$ cat config.mk
export PLATFORM = sky130hd
export DESIGN_NAME = control_unit
export DESIGN_NICKNAME = d
export VERILOG_FILES = /design/src/rtl/control_unit.sv
export SDC_FILE = /design/constraint.sdc
export NUM_CORES = 1
export LEC_CHECK = 0
export BUFFER_PORTS_ARGS = -buffer_cell sky130_fd_sc_hd__buf_2
export CAP_MARGIN = 10
export CORE_AREA = 2 2 39 41
export DETAILED_ROUTE_END_ITERATION = 10
export DIE_AREA = 0 0 41 43
export PLACE_DENSITY = 0.63
export SYNTH_ARGS = -nofsm -noshare
export SYNTH_HDL_FRONTEND = slang
export SYNTH_SLANG_ARGS = --single-unit
$ cat constraint.sdc
create_clock -name clk -period 1.1 [get_ports clk]
set_clock_uncertainty 0.1 [all_clocks]
set_input_delay 0.055 -clock clk [delete_from_list [all_inputs] [get_ports clk]]
set_output_delay 0.055 -clock clk [all_outputs]
set_load 0.02 [all_outputs]
$ cat src/rtl/control_unit.sv
// Main control decoder for the MIPS-subset datapath: decodes op/func into
// register-file, memory, branch, operand-select and ALU controls, all registered.
module control_unit (
    input  logic       clk,
    input  logic       rst,
    input  logic [5:0] func,
    input  logic [5:0] op,
    output logic       WriteReg,
    output logic       MemToReg,
    output logic       writeMem,
    output logic       Branch,
    output logic       Regrt,
    output logic [2:0] ALUC,
    output logic       ALUImm
);

    localparam logic [5:0] OP_RTYPE = 6'd0;
    localparam logic [5:0] OP_BEQ   = 6'd4;
    localparam logic [5:0] OP_LW    = 6'd35;
    localparam logic [5:0] OP_SW    = 6'd43;

    localparam logic [5:0] FN_ADD = 6'd32;
    localparam logic [5:0] FN_SUB = 6'd34;
    localparam logic [5:0] FN_AND = 6'd36;
    localparam logic [5:0] FN_OR  = 6'd37;
    localparam logic [5:0] FN_NOR = 6'd39;
    localparam logic [5:0] FN_SLT = 6'd42;

    localparam logic [2:0] ALU_AND = 3'b000;
    localparam logic [2:0] ALU_OR  = 3'b001;
    localparam logic [2:0] ALU_ADD = 3'b010;
    localparam logic [2:0] ALU_NOR = 3'b100;
    localparam logic [2:0] ALU_SUB = 3'b110;
    localparam logic [2:0] ALU_SLT = 3'b111;

    logic       write_reg_s;
    logic       mem_to_reg_s;
    logic       write_mem_s;
    logic       branch_s;
    logic       regrt_s;
    logic [2:0] aluc_s;
    logic       alu_imm_s;
    logic       rtype_valid_s;
    logic [2:0] rtype_aluc_s;

    // R-type function field to ALU code; unknown funcs are treated as NOP
    always_comb begin
        rtype_valid_s = 1'b1;
        rtype_aluc_s  = 3'b000;
        case (func)
            FN_ADD:  rtype_aluc_s = ALU_ADD;
            FN_SUB:  rtype_aluc_s = ALU_SUB;
            FN_AND:  rtype_aluc_s = ALU_AND;
            FN_OR:   rtype_aluc_s = ALU_OR;
            FN_NOR:  rtype_aluc_s = ALU_NOR;
            FN_SLT:  rtype_aluc_s = ALU_SLT;
            default: rtype_valid_s = 1'b0;
        endcase
    end

    // Opcode decode; anything not listed falls through to the all-zero NOP vector
    always_comb begin
        write_reg_s  = 1'b0;
        mem_to_reg_s = 1'b0;
        write_mem_s  = 1'b0;
        branch_s     = 1'b0;
        regrt_s      = 1'b0;
        aluc_s       = 3'b000;
        alu_imm_s    = 1'b0;
        case (op)
            OP_RTYPE: begin
                if (rtype_valid_s) begin
                    write_reg_s = 1'b1;
                    aluc_s      = rtype_aluc_s;
                end else begin
                    write_reg_s = 1'b0;
                    aluc_s      = 3'b000;
                end
            end
            OP_LW: begin
                write_reg_s  = 1'b1;
                mem_to_reg_s = 1'b1;
                regrt_s      = 1'b1;
                alu_imm_s    = 1'b1;
                aluc_s       = ALU_ADD;
            end
            OP_SW: begin
                write_mem_s = 1'b1;
                regrt_s     = 1'b1;
                alu_imm_s   = 1'b1;
                aluc_s      = ALU_ADD;
            end
            OP_BEQ: begin
                branch_s = 1'b1;
                aluc_s   = ALU_SUB;
            end
            default: begin
                write_reg_s = 1'b0;
            end
        endcase
    end

    // Output register stage, cleared asynchronously while rst is low
    always_ff @(posedge clk or negedge rst) begin
        if (!rst) begin
            WriteReg <= 1'b0;
            MemToReg <= 1'b0;
            writeMem <= 1'b0;
            Branch   <= 1'b0;
            Regrt    <= 1'b0;
            ALUC     <= 3'b000;
            ALUImm   <= 1'b0;
        end else begin
            WriteReg <= write_reg_s;
            MemToReg <= mem_to_reg_s;
            writeMem <= write_mem_s;
            Branch   <= branch_s;
            Regrt    <= regrt_s;
            ALUC     <= aluc_s;
            ALUImm   <= alu_imm_s;
        end
    end

endmodule

==> results of run 1 <==
## metal layers
metal  wire, µm  vias up
li1           -      175
met1        251      142
met2        360       15
met3         76        2
met4         14        0
met5          0        -
## cells in the final DEF (no fill, tap or decap), drive strengths merged
| cell type | count |
|---|---|
| buf | 21 |
| a21oi | 1 |
| nor2b | 1 |
| clkbuf | 3 |
| o21ai | 1 |
| nand2b | 1 |
| nor4bb | 1 |
| dlygate4sd3 | 3 |
| nand2 | 3 |
| nor2 | 5 |
| o211ai | 1 |
| nor4 | 1 |
| a31oi | 3 |
| nor3 | 1 |
| inv | 4 |
| nand4 | 1 |
| dfrtp | 8 |
| o32ai | 1 |
| and3b | 1 |
## logic make-up after synthesis
group	after synthesis
AO/OA/AOI/OAI	7
buffers and inverters	5
flip-flops	8
AND/OR/NAND/NOR	15
## final cells by class
| class | count | area [µm²] | area share |
|---|---|---|---|
| Clock buffer | 3 | 22.52 | 0.04157 |
| Inverter | 4 | 15.01 | 0.02771 |
| Multi-Input combinational cell | 22 | 148.9 | 0.2748 |
| Sequential cell | 8 | 200.2 | 0.3695 |
| Timing Repair Buffer | 24 | 135.1 | 0.2494 |
| Tap cell | 16 | 20.02 | 0.03695 |
## sequential cells by signal, summed over array words and instances (netlist names)
name / flops
ALUC: 3
ALUImm: 1
Branch: 1
MemToReg: 1
WriteReg: 1
writeMem: 1
## synthesized netlist by cell type (all sizes together)
master / instances / area, µm²
o211ai: 1 / 7.510
nand4: 1 / 6.260
a31oi: 3 / 18.77
nand2b: 1 / 6.260
nor2: 5 / 18.77
inv: 4 / 15.01
nand2: 3 / 13.77
nor4: 1 / 21.27
o21ai: 1 / 5.000
buf: 1 / 7.510
and3b: 1 / 8.760
dfrtp: 8 / 200.2
a21oi: 1 / 5.000
nor3: 1 / 5.000
o32ai: 1 / 16.27
nor2b: 1 / 6.260
nor4bb: 1 / 10.01
## path summary, 6_finish.rpt
check                      startpoint       end  cells after the start
hold / removal                  op[2]   ALUC[2]                      3
min in group asynchronous         rst  WriteReg                      2
setup / recovery                op[3]  WriteReg                      4
max in group asynchronous         rst   ALUC[1]                      2
## repair_timing
item / CTS / global route
endpoints found under the hold margin: 14 / 1
setup endpoints to repair: 0 / 2
hold buffers: 3 / 1
resized for setup: 0 / 2
## metrics by stage
step           instance area (µm²)  total power (µW)  hold WS (ps)  utilization  setup slack, ps
6_report                     541.8             595.9        -18.26       0.3915            95.72
5_1_grt                      541.8             631.4         1.420       0.3915            39.47
4_1_cts                      546.8             614.9         24.65       0.3951            16.86
3_5_place_dp                 494.2             382.7        -199.3       0.3571            75.99
3_3_place_gp                 494.2             381.6        -201.5       0.3571            88.76
2_1_floorplan                371.6             336.4        -340.6            -            243.1
## power groups by stage
stage / logic, µW / clock network, µW / registers, µW
detailed placement: 79.1 / 0 / 304
finish: 85.9 / 211 / 299
floorplan: 27.8 / 0 / 309
global placement: 77.9 / 0 / 304
global route: 96.8 / 236 / 299
CTS: 87.6 / 229 / 299
==> reports/results.tsv, run 1 <==
stage	metric	value	unit
timing	Fin. Hold Viols	1	
layout	layout cells sized above 1	0.4754	
floorplanning	row cnt	14	
layout	synthesis-to-finish area growth	45.79	%
floorplanning	I/O pins	23	
global_route	initial antenna violation count	0	
timing	slew at the pin closest to its max-slew limit	230.6	ps
synthesis	Synth warnings	0	
job	Max-cap violations	0	
critical_path	WP data required	1160	ps
clock_network	htree depth	1	
clock_network	CTS Buf Count	3	
timing	# setup viols final	0	
critical_path	worst path cell trace	dlygate4sd3_1, inv_2, nand2_2, o32ai_2	
global_route	first-pass GRT wire length	1041	µm
floorplanning	Die W	41	µm
floorplanning	initial cell density of the core	0.2685	
routing	Post-Route WL	703	µm
critical_path	Startpoint Class	input port	
layout	Antenna Cells	0	
global_route	grt met3 use	0.01571	
timing	Fmax	995.7	MHz
clock_network	CTS tree	built	
synthesis	mux contribution to synthesized area	0	
clock_network	Clk Tree Root Cell	clkbuf_4	
critical_path	CP Capture Type	flop	
synthesis	Synth Cell Area	371.6	µm²
clock_network	post-CTS setup buffer count	0	
power	pwr dens	1100	nW/µm²
timing	max-slew violation count	0	
timing	period utilization	0.9130	
place	hpwl dp	569.2	µm
routing	antenna viol nets, final	0	
global_route	met1 global-route usage	0.09091	
routing	DRC	0	
timing	RSZ-0062 raised after global routing	false	
power	clock group share of total power	0.354	
place	Inst Count DP	72	
power	Switching Fraction	0.2262	
global_route	largest net degree at the start of global routing	9	
clock_network	clock transition at the registers of the reported paths	50	ps
timing	Sum Neg Setup Slack	0	ps
timing	hold slack	-18.26	ps
power	Peak supply drop	234.8	µV
floorplanning	area of the core	1384	µm²
routing	routed length per instance	9.130	µm
clock_network	CTS sink cnt	8	
place	Port Buf Inserts	22	
synthesis	post-synth net total	49	
power	Pint	461.1	µW
global_route	GRT met2 Usage	0.1406	
critical_path	CP top delay family	buffers and inverters	
routing	drt first-iter violations	9	
outcome	status	finished, violations left	
power	Leakage	0.0003003	µW
routing	drt via density	4.338	
synthesis	xor/xnor share of the synthesized area	0	
synthesis	Syn Area/Cell	10.62	µm²
routing	DR pass1 iterations	4	
critical_path	critical path's slowest cell	dlygate4sd3_1	
floorplanning	area of the die	1763	µm²
routing	Vias	334	
layout	Finished Layout Cells	77	
timing	Max-slew headroom	0.8442	
critical_path	crit path DAT	1060	ps
synthesis	Synth Area in Compound Gates	0.1414	
global_route	grt ovf	0	
synthesis	register area share after synthesis	0.5387	
global_route	GRT Max-Usage Layer	met2	
clock_network	buffer levels on the longest clock path	2	
critical_path	WS Path Type	input port to flop	
hold_path	HP Class	input port to flop	
layout	Layout fillers	141	
critical_path	CP max FO	5	
synthesis	simple-gate share of the synthesized area	0.2593	
synthesis	post-synthesis adder-cell area fraction	0	
place	Final Wtd Congestion	0.6953	
floorplanning	die height	43	µm
layout	nets	77	
timing	Min Clock Period, post-route	1004	ps
power	Switching Power	134.8	µW
global_route	vias in the first global route	269	
synthesis	Yosys cell types	18	
synthesis	synthesized flop and latch total	8	
synthesis	Syn Inst Count	35	
power	Flop pwr share	0.502	
global_route	GR Util All Layers	0.09466	
outcome	failing checks	hold timing	
critical_path	crit-path max cell delay	600	ps
critical_path	Worst Path Buf+Inv	2	
synthesis	largest family of logic cells by synthesized area	simple AND/OR/NAND/NOR gates	
power	combinational fraction of design power	0.144	
No activity file was read; power rests on OpenSTA's default activity.
==> run 2: changes to the inputs <==
--- a/config.mk
+++ b/config.mk
@@ -12,4 +12,5 @@
 export DIE_AREA = 0 0 41 43
 export PLACE_DENSITY = 0.63
+export REMOVE_ABC_BUFFERS = 1
 export SYNTH_ARGS = -nofsm -noshare
 export SYNTH_HDL_FRONTEND = slang
==> constraint.sdc (replaced) <==
create_clock -name clk -period 1.1 [get_ports clk]
set_clock_uncertainty 0.1 [all_clocks]
set_input_delay 0.055 -clock clk [delete_from_list [all_inputs] [get_ports clk]]
set_output_delay 0.055 -clock clk [all_outputs]
set_load 0.005 [all_outputs]
==> run 2 against run 1 <==
  * The flow now finishes without violations
  * First-iteration DRC count shrank 56%
  * Wire length grew 1.8%
  * Critical path type unchanged
  * Global-route usage down 0.79 points
  * Cell area rose by 3.7%
  * Clock-buffer cell count unchanged
  * Worst hold slack better by 37 ps
  * Via count increased by 4.8%
  * Sequential share of layout area decreased by 1.3 points
  * Combinational power grew 0.9%
  * Die area unchanged
  * Total power rose by 0.95%
  * Fmax decreased by 2.5%
==> reports/results.tsv, run 2 (same netlist as run 1, synthesis figures left out) <==
stage	metric	value	unit	change
outcome	status	finished, final reports clean		
global_route	largest net degree at the start of global routing	9		unchanged
critical_path	worst setup path start	op[3]		
floorplanning	area of the core	1384	µm²	unchanged
timing	Sum Neg Setup Slack	0	ps	unchanged
clock_network	Clk Tree Root Cell	clkbuf_4		
timing	Fin. Hold Viols	0		-1
power	pwr dens	1071	nW/µm²	-2.6%
floorplanning	die height	43	µm	unchanged
clock_network	CTS tree	built		
critical_path	CP max FO	5		unchanged
global_route	GR Util All Layers	0.08678		-0.007882
timing	Min Clock Period, post-route	1030	ps	+26.08 ps
layout	layout cells sized above 1	0.4762		+0.0007806
place	hpwl dp	584.9	µm	+2.8%
layout	commonest non-fill, non-tap cell in the layout	buf_2		
power	Leakage	0.0003162	µW	+5.3%
routing	DR pass1 iterations	2		-2
timing	Fmax	970.5	MHz	-2.5%
clock_network	clock transition at the registers of the reported paths	50	ps	about the same
power	Peak supply drop	364.3	µV	+55%
timing	RSZ-0062 raised after global routing	false		
clock_network	buffer levels on the longest clock path	2		unchanged
hold_path	HP Class	input port to flop		
layout	Antenna Cells	0		unchanged
clock_network	htree depth	1		unchanged
layout	synthesis-to-finish area growth	51.18	%	
routing	DRC	0		unchanged
routing	drt via density	4.430		+2.1%
global_route	first-pass GRT wire length	1021	µm	-1.9%
routing	Post-Route WL	716	µm	+1.8%
timing	# setup viols final	0		unchanged
place	Final Wtd Congestion	0.6527		-6.1%
clock_network	CTS sink cnt	8		unchanged
critical_path	CP Capture Type	flop		
floorplanning	Die W	41	µm	unchanged
timing	max-slew violation count	0		unchanged
global_route	vias in the first global route	280		+4.1%
floorplanning	initial cell density of the core	0.2685		unchanged
layout	nets	79		+2.6%
layout	Design Area, Final	561.8	µm²	+3.7%
critical_path	WS Path Type	input port to flop		
place	Port Buf Inserts	22		unchanged
job	Max-cap violations	0		unchanged
global_route	grt ovf	0		unchanged
timing	Max-slew headroom	0.8272		-0.01694
global_route	initial antenna violation count	0		unchanged
layout	Largest register FFs	3		unchanged
floorplanning	area of the die	1763	µm²	unchanged
floorplanning	I/O pins	23		unchanged
layout	Most flops, register	ALUC		
layout	most frequent cells in the layout	22 x buf_2, 8 x dfrtp_1, 5 x nor2_1, 4 x dlygate4sd3_1		
critical_path	Startpoint Class	input port		
routing	drt first-iter violations	4		-5
place	dpl cell area	494.2	µm²	unchanged
clock_network	CTS Buf Count	3		unchanged
hold_path	hold_sp	op[0]		
layout	Layout fillers	148		+5.0%
critical_path	WP data required	1160	ps	about the same
floorplanning	row cnt	14		unchanged
routing	antenna viol nets, final	0		unchanged
routing	Vias	350		+4.8%
critical_path	crit path DAT	1090	ps	+30 ps
routing	routed length per instance	9.063	µm	-0.73%
timing	period utilization	0.9367		+0.02371
timing	slew at the pin closest to its max-slew limit	257.3	ps	+26.63 ps
## run 2: cell count changes in the layout (fill, tap and decap cells not counted), sizes merged
cell | previous run | this run
dlygate4sd3 | 3 | 4
buf | 21 | 22
## run 2: path summary, 6_finish.rpt
check	cells after the start	end	slack, ps
setup / recovery	5	WriteReg	70
hold / removal	4	Branch	20
max in group asynchronous	2	ALUC[1]	680
min in group asynchronous	2	WriteReg	60
## run 2: routing by layer
metal	wire [µm]	part of all wire	vias to the layer above	global-route usage
met3	78	0.11	4	0.01571
met4	44	0.061	0	0.08000
li1	-	-	179	-
met5	0	0	-	0
met1	267	0.37	150	0.09477
met2	326	0.46	17	0.1313
## run 2: stage by stage
stage	total power (µW)	utilization	setup WS (ps)	hold WS, ps	std cells
finish	601.5	0.4060	69.64	18.55	79
global route	631.0	0.4060	20.77	38.81	79
CTS	610.2	0.4024	29.60	29.13	79
detailed placement	378.1	0.3571	74.29	-200.9	72
global placement	376.9	0.3571	88.35	-201.6	72
floorplan	330.9	-	243.1	-340.6	34
## run 2: repair_timing
item / in CTS / in global routing
setup endpoints to repair: 0 / 2
endpoints found under the hold margin: 12 / 2
resized for setup: 0 / 3
hold buffers: 4 / 1
buffers inserted: 0 / 0
## run 2: area by class of cell
cell class | instances | area [µm²] | share of cell area
sequential | 8 | 200.2 | 0.3563
multi-input combinational | 22 | 153.9 | 0.2739
timing repair buffer | 26 | 150.1 | 0.2673
clock buffer | 3 | 22.52 | 0.04009
tap | 16 | 20.02 | 0.03563
inverter | 4 | 15.01 | 0.02673
## run 2: where the power goes
| group | leakage [µW] | total, µW | switching (µW) | internal (µW) |
|---|---|---|---|---|
| clock network | 0.0000138 | 216 | 91.6 | 124 |
| registers | 0.000111 | 299 | 0.734 | 298 |
| logic | 0.000191 | 86.7 | 44.0 | 42.7 |
| total | 0.000316 | 602 | 136 | 465 |
## run 2: worst max-delay path: stages
cell and delay, ps:
dlygate4sd3_1 530, buf_2 150, inv_2 70, nand2_4 60
o32ai_2 230
